## src/rtl/zanagotchi_pkg.sv

```systemverilog
// Shared types and default timing constants for the zanagotchi input path.
//   estado_botao_t      : per-button debounce FSM state
//   DEB_CICLOS_PADRAO   : default debounce window (10 ms at 50 MHz)
//   LONGO_CICLOS_PADRAO : default long-press hold time (1 s at 50 MHz)
package zanagotchi_pkg;

  typedef enum logic [1:0] {
    SOLTO,
    PRESSIONADO,
    LONGO
  } estado_botao_t;

  localparam int unsigned DEB_CICLOS_PADRAO   = 500_000;
  localparam int unsigned LONGO_CICLOS_PADRAO = 50_000_000;

endpackage

```

## src/rtl/debounce_botao.sv

```systemverilog
// Single-button conditioner: polarity normalisation, 2-FF synchroniser,
// debounce counter, hold counter and a three-state FSM.
// Ports:
//   clk, rst     : system clock, synchronous active-high reset
//   btn_raw      : asynchronous raw pad
//   nivel        : debounced pressed level as it becomes after the current
//                  edge (lets the parent build edge events aligned with pulso)
//   pulso        : registered one-cycle pulse on an accepted press
//   pulso_longo  : registered one-cycle pulse when the hold time is reached
module debounce_botao
  import zanagotchi_pkg::*;
#(
  parameter int unsigned DEB_CICLOS   = DEB_CICLOS_PADRAO,
  parameter int unsigned LONGO_CICLOS = LONGO_CICLOS_PADRAO,
  parameter logic        ATIVO_BAIXO  = 1'b1
) (
  input  logic clk,
  input  logic rst,
  input  logic btn_raw,
  output logic nivel,
  output logic pulso,
  output logic pulso_longo
);

  localparam int unsigned DW = $clog2(DEB_CICLOS + 1);
  localparam int unsigned HW = $clog2(LONGO_CICLOS + 1);
  localparam logic [DW-1:0] DEB_ULT   = DW'(DEB_CICLOS - 1);
  localparam logic [HW-1:0] LONGO_ULT = HW'(LONGO_CICLOS - 1);
  localparam logic [HW-1:0] LONGO_MAX = HW'(LONGO_CICLOS);

  logic          pressionado;
  logic          sinc1;
  logic          sinc2;
  estado_botao_t estado;
  logic [DW-1:0] deb_cnt;
  logic [HW-1:0] hold_cnt;
  logic          nivel_q;
  logic          difere;
  logic          aceita;

  assign pressionado = btn_raw ^ ATIVO_BAIXO;

  // Synchroniser resets to the released (normalised 0) level.
  always_ff @(posedge clk) begin
    if (rst) begin
      sinc1 <= 1'b0;
      sinc2 <= 1'b0;
    end else begin
      sinc1 <= pressionado;
      sinc2 <= sinc1;
    end
  end

  // The debounced level is implied by the FSM state; aceita marks the
  // edge on which the DEB_CICLOS-th consecutive differing cycle is seen.
  always_comb begin
    nivel_q = (estado != SOLTO);
    difere  = sinc2 ^ nivel_q;
    aceita  = difere && (deb_cnt == DEB_ULT);
    nivel   = nivel_q ^ aceita;
  end

  always_ff @(posedge clk) begin
    if (rst) begin
      estado      <= SOLTO;
      deb_cnt     <= '0;
      hold_cnt    <= '0;
      pulso       <= 1'b0;
      pulso_longo <= 1'b0;
    end else begin
      pulso       <= 1'b0;
      pulso_longo <= 1'b0;

      if (difere && !aceita)
        deb_cnt <= deb_cnt + 1'b1;
      else
        deb_cnt <= '0;

      case (estado)
        SOLTO: begin
          if (aceita) begin
            estado   <= PRESSIONADO;
            hold_cnt <= '0;
            pulso    <= 1'b1;
          end
        end
        PRESSIONADO: begin
          // Hold keeps counting while a release is still being debounced;
          // an accepted release takes priority over reaching the hold time.
          if (aceita) begin
            estado <= SOLTO;
          end else if (hold_cnt == LONGO_ULT) begin
            estado      <= LONGO;
            hold_cnt    <= LONGO_MAX;
            pulso_longo <= 1'b1;
          end else begin
            hold_cnt <= hold_cnt + 1'b1;
          end
        end
        LONGO: begin
          if (aceita)
            estado <= SOLTO;
        end
        default: estado <= SOLTO;
      endcase
    end
  end

endmodule

```

## src/rtl/condicionador_botoes.sv

```systemverilog
// Input conditioner for the two player push-buttons.
// Ports:
//   clk, rst            : system clock, synchronous active-high reset
//   btn1_raw, btn2_raw  : asynchronous raw pads
//   b1, b2              : one-cycle pulse on accepted press
//   b1_longo, b2_longo  : one-cycle pulse on reaching a long press
//   b_ambos             : one-cycle pulse when both debounced levels first
//                         become pressed together
// All outputs are registered.
module condicionador_botoes
  import zanagotchi_pkg::*;
#(
  parameter int unsigned DEB_CICLOS   = DEB_CICLOS_PADRAO,
  parameter int unsigned LONGO_CICLOS = LONGO_CICLOS_PADRAO,
  parameter logic        ATIVO_BAIXO  = 1'b1
) (
  input  logic clk,
  input  logic rst,
  input  logic btn1_raw,
  input  logic btn2_raw,
  output logic b1,
  output logic b2,
  output logic b1_longo,
  output logic b2_longo,
  output logic b_ambos
);

  logic nivel1;
  logic nivel2;
  logic ambos_ant;

  debounce_botao #(
    .DEB_CICLOS  (DEB_CICLOS),
    .LONGO_CICLOS(LONGO_CICLOS),
    .ATIVO_BAIXO (ATIVO_BAIXO)
  ) u_botao1 (
    .clk        (clk),
    .rst        (rst),
    .btn_raw    (btn1_raw),
    .nivel      (nivel1),
    .pulso      (b1),
    .pulso_longo(b1_longo)
  );

  debounce_botao #(
    .DEB_CICLOS  (DEB_CICLOS),
    .LONGO_CICLOS(LONGO_CICLOS),
    .ATIVO_BAIXO (ATIVO_BAIXO)
  ) u_botao2 (
    .clk        (clk),
    .rst        (rst),
    .btn_raw    (btn2_raw),
    .nivel      (nivel2),
    .pulso      (b2),
    .pulso_longo(b2_longo)
  );

  // nivelN is the post-edge level, so ambos_ant holds the current combined
  // level and b_ambos lands in the same cycle as the second bN pulse.
  always_ff @(posedge clk) begin
    if (rst) begin
      ambos_ant <= 1'b0;
      b_ambos   <= 1'b0;
    end else begin
      ambos_ant <= nivel1 & nivel2;
      b_ambos   <= nivel1 & nivel2 & ~ambos_ant;
    end
  end

endmodule

```

## config.mk

```make
export PLATFORM = sky130hd
export DESIGN_NAME = condicionador_botoes
export DESIGN_NICKNAME = d
export VERILOG_FILES = /design/src/rtl/zanagotchi_pkg.sv /design/src/rtl/debounce_botao.sv /design/src/rtl/condicionador_botoes.sv
export SDC_FILE = /design/constraint.sdc
export NUM_CORES = 1
export LEC_CHECK = 0
export CORE_MARGIN = 3
export CORE_UTILIZATION = 56
export CTS_CLUSTER_DIAMETER = 100
export CTS_CLUSTER_SIZE = 30
export DETAILED_ROUTE_END_ITERATION = 8
export PLACE_DENSITY = 0.76
export SYNTH_ARGS = -nofsm -noshare
export SYNTH_HDL_FRONTEND = slang
export SYNTH_SLANG_ARGS = --single-unit
```

## constraint.sdc

```tcl
create_clock -name clk -period 2.3 [get_ports clk]
set_clock_uncertainty 0.15 [all_clocks]
set_input_delay 0.46 -clock clk [delete_from_list [all_inputs] [get_ports clk]]
set_output_delay 0.46 -clock clk [all_outputs]
set_load 0.01 [all_outputs]
```

==> impl_metrics.ini, run 1 <==
[status]
outcome = finished with violations
violations = setup timing

[sta]
hold_viol = 0
rsz0062_at_grt = true
fmax_ghz = 0.399
fin_hold_ws_ps = 304
finalWorstSetupSlack_ps = -205
slew_viol_final = 0
relSlewSlack_pct = 57.5
final.min_clock_period_ps = 2500
setup_viol = 51
fin_crit_sh_pct = 109
tightest_slew_ps = 637

[critical_path]
rr_endpoint = u_botao2.hold_cnt[13]
critPathKind = reg2reg
path_max_fanout = 5
crit_path_end_kind = flip-flop
rrSetupSlack_ps = -200
critPathArrivalTime_ps = 2620
reg2reg_depth = 8
worstSetupStartpointType = flip-flop
rr_startpoint = u_botao2.deb_cnt[11]
required_ps = 2420

[worst_hold_path]
hold_start = u_botao1.sinc1
hp-class = reg2reg
whs_endpoint = u_botao1.sinc2
min_delay_path_depth = 1

[routing]
first_pass_iters = 5
final_antenna_net_count = 0
vias_per_cell = 6.25
wl_um = 14500
wire_per_inst_um = 17.0
vias = 5313
drc = 0
drt_iter0_drc = 386

[synth]
synth_area_per_cell_um2 = 8.10
ys_seq_area_share_pct = 40.2
yosys_warnings = 0
synth_nets = 649
synth_cells = 639
synth_area_leaders = dfxtp_1 40%, nor2_1 6.5%, a21oi_1 4.3%
synth_cell_types = 64
synth_area_um2 = 5180
synth_edf_count = 0
ys_async_sr_fraction_pct = 0
ys.flop_type = dfxtp_1
synth.largest_area_cell = dfxtp_1
synth_top_area_share_pct = 40.2
ys_ff_latch = 104

[power]
power_density_nw_per_um2 = 513
peakVddDrop_v = 0.000329
p_total_mw = 3.52
leakage_nw = 2.43

[layout]
nets = 747
drive_above_1_share_pct = 29.5
diodes = 0
fin_cells = 850
area_growth_pct = 32.5

[floorplan]
dieArea_um2 = 10400
num_rows = 34
core_area_um2 = 8850
start_util_pct = 58.5
dieWidth_um = 102
ioPinCount = 9
die_h_um = 102

[grt]
grt_max_degree = 27
track_usage_pct = 25.8
antenna_found_initial = 0
overflow = 0
grt_pass1_vias = 4998
grt_pass1_wl_um = 22000

[cts]
cts_htree_levels = 3
clock_path_buffers = 2
worstSkewPairLatency_ps = 400
cts_root_buf = clkbuf_8
numCtsBuffers = 9
cts_sinks = 104
cts_tree = yes
path_clk_slew_ps = 110

[placement]
port_buffers = 8
gp_congestion = 0.893
hpwlAfterDp_um = 8790
dpl.cell_count = 819

[run]
drv_cap = 0
-- stage by stage --
step | utilization (%) | TNS [ps] | setup slack (ps) | area [um^2]
final | 77.6 | -4640 | -205 | 6860
after global routing | 77.6 | -8820 | -285 | 6860
after CTS | 73.4 | -4890 | -215 | 6490
after detailed placement | 68.0 | -9720 | -358 | 6010
after global placement | 68.0 | -4130 | -163 | 6010
after floorplan | - | -1480 | -87.9 | 5240
-- state kept, by name, indices dropped and copies added (netlist names) --
signal	cells
u_botao2.sinc2	1
u_botao2.sinc1	1
b_ambos	1
u_botao1.estado	2
u_botao2.estado	2
u_botao2.deb_cnt	19
u_botao1.pulso	1
u_botao1.deb_cnt	19
u_botao2.hold_cnt	26
u_botao1.sinc2	1
u_botao1.pulso_longo	1
u_botao1.hold_cnt	26
u_botao2.pulso_longo	1
ambos_ant	1
u_botao2.pulso	1
u_botao1.sinc1	1
-- worst max-delay path by stage --
| stage | from | slack, ps | endpoint | depth (start not counted) |
|---|---|---|---|---|
| floorplan | u_botao2.deb_cnt[7] | -90 | u_botao2.estado[1] | 8 |
| global placement | u_botao1.deb_cnt[9] | -160 | u_botao1.hold_cnt[3] | 6 |
| detailed placement | u_botao1.deb_cnt[9] | -360 | u_botao1.hold_cnt[3] | 6 |
| CTS | u_botao2.deb_cnt[12] | -210 | u_botao2.hold_cnt[20] | 7 |
| global route | u_botao2.deb_cnt[11] | -280 | u_botao2.hold_cnt[13] | 8 |
| finish | u_botao2.deb_cnt[11] | -200 | u_botao2.hold_cnt[13] | 8 |
-- critical path: stages (launching register included) --
cell	delay [ps]
dfxtp_1	330
or4b_4	530
or4_4	600
nor3_4	180
buf_4	160
nor3_4	50
buf_6	150
o21ai_1	140
o41ai_1	100
-- power by group --
group / leakage [nW] / switching, mW / internal [mW] / total, mW
combinational: 1.48 / 0.271 / 0.214 / 0.485
sequential: 0.843 / 0.0216 / 1.82 / 1.84
clock: 0.102 / 0.733 / 0.460 / 1.19
total: 2.43 / 1.03 / 2.49 / 3.52
-- per-layer routing --
| layer | vias to the layer above | GRT usage (%) | routed length, um |
|---|---|---|---|
| li1 | 2519 | - | - |
| met2 | 246 | 43.9 | 7230 |
| met1 | 2492 | 32.5 | 5810 |
| met5 | - | 0 | 0 |
| met4 | 0 | 9.79 | 464 |
| met3 | 56 | 4.78 | 978 |
-- cell families (layout without fill, tap and decap cells) --
group           Yosys count  after routing  synth area share, %
buf+inv                  39            141                 3.33
xor+xnor                 35             35                 5.92
flops                   104            104                 40.2
compound gates          138            139                 15.8
fa+ha+maj                 6              6                 1.45
simple gates            317            317                 33.3
-- cells in the final DEF (no fill, tap or decap), types with 13 or more instances in the layout --
master   synthesis  final
or3_1           13     13
buf_4            1     82
and3_1          16     15
xnor2_1         19     19
xor2_1          16     16
nor2_1          90     86
nand4_1         21     21
a21oi_1         44     30
o21ai_2          1     18
nor3_1          23     17
inv_1           15     15
o21ai_1         28     22
a21oi_2          1     15
o21ai_0         27     15
dfxtp_1        104     95
nand2_1         44     42
nand3_1         36     35
-- cell type report --
| class | count | area (um^2) |
|---|---|---|
| Sequential cell | 104 | 2090 |
| Timing Repair Buffer | 110 | 1010 |
| Multi-Input combinational cell | 497 | 3360 |
| Clock inverter | 6 | 66.3 |
| Tap cell | 108 | 135 |
| Fill cell | 551 | 1990 |
| Clock buffer | 10 | 138 |
| Inverter | 15 | 56.3 |
-- synth_stat cells (all sizes together), types with 13 or more instances --
library cell  instances
nand4                21
nand3                36
and3                 16
xnor2                19
nor2                 91
inv                  15
nor3                 26
nand2                44
xor2                 16
o21ai                56
a21oi                45
or3                  13
dfxtp               104
-- repair_timing --
action                     in CTS  in global routing
cloned                          0                  4
hold endpoints to repair        0                  0
pin swaps                      19                 22
setup endpoints to repair      63                 73
resized for setup              40                 69
hold buffers                    0                  0
buffers inserted               10                  2
Note: power is estimated with default switching activity, not from simulation.
==> run 2: changes to the inputs <==
--- a/config.mk
+++ b/config.mk
@@ -11,6 +11,7 @@
 export CTS_CLUSTER_SIZE = 30
 export DETAILED_ROUTE_END_ITERATION = 8
 export PLACE_DENSITY = 0.76
+export SLEW_MARGIN = 5
 export SYNTH_ARGS = -nofsm -noshare
 export SYNTH_HDL_FRONTEND = slang
 export SYNTH_SLANG_ARGS = --single-unit
==> results of run 2 <==
Same layout as run 1: the final DEF is identical, and so are final timing and power.
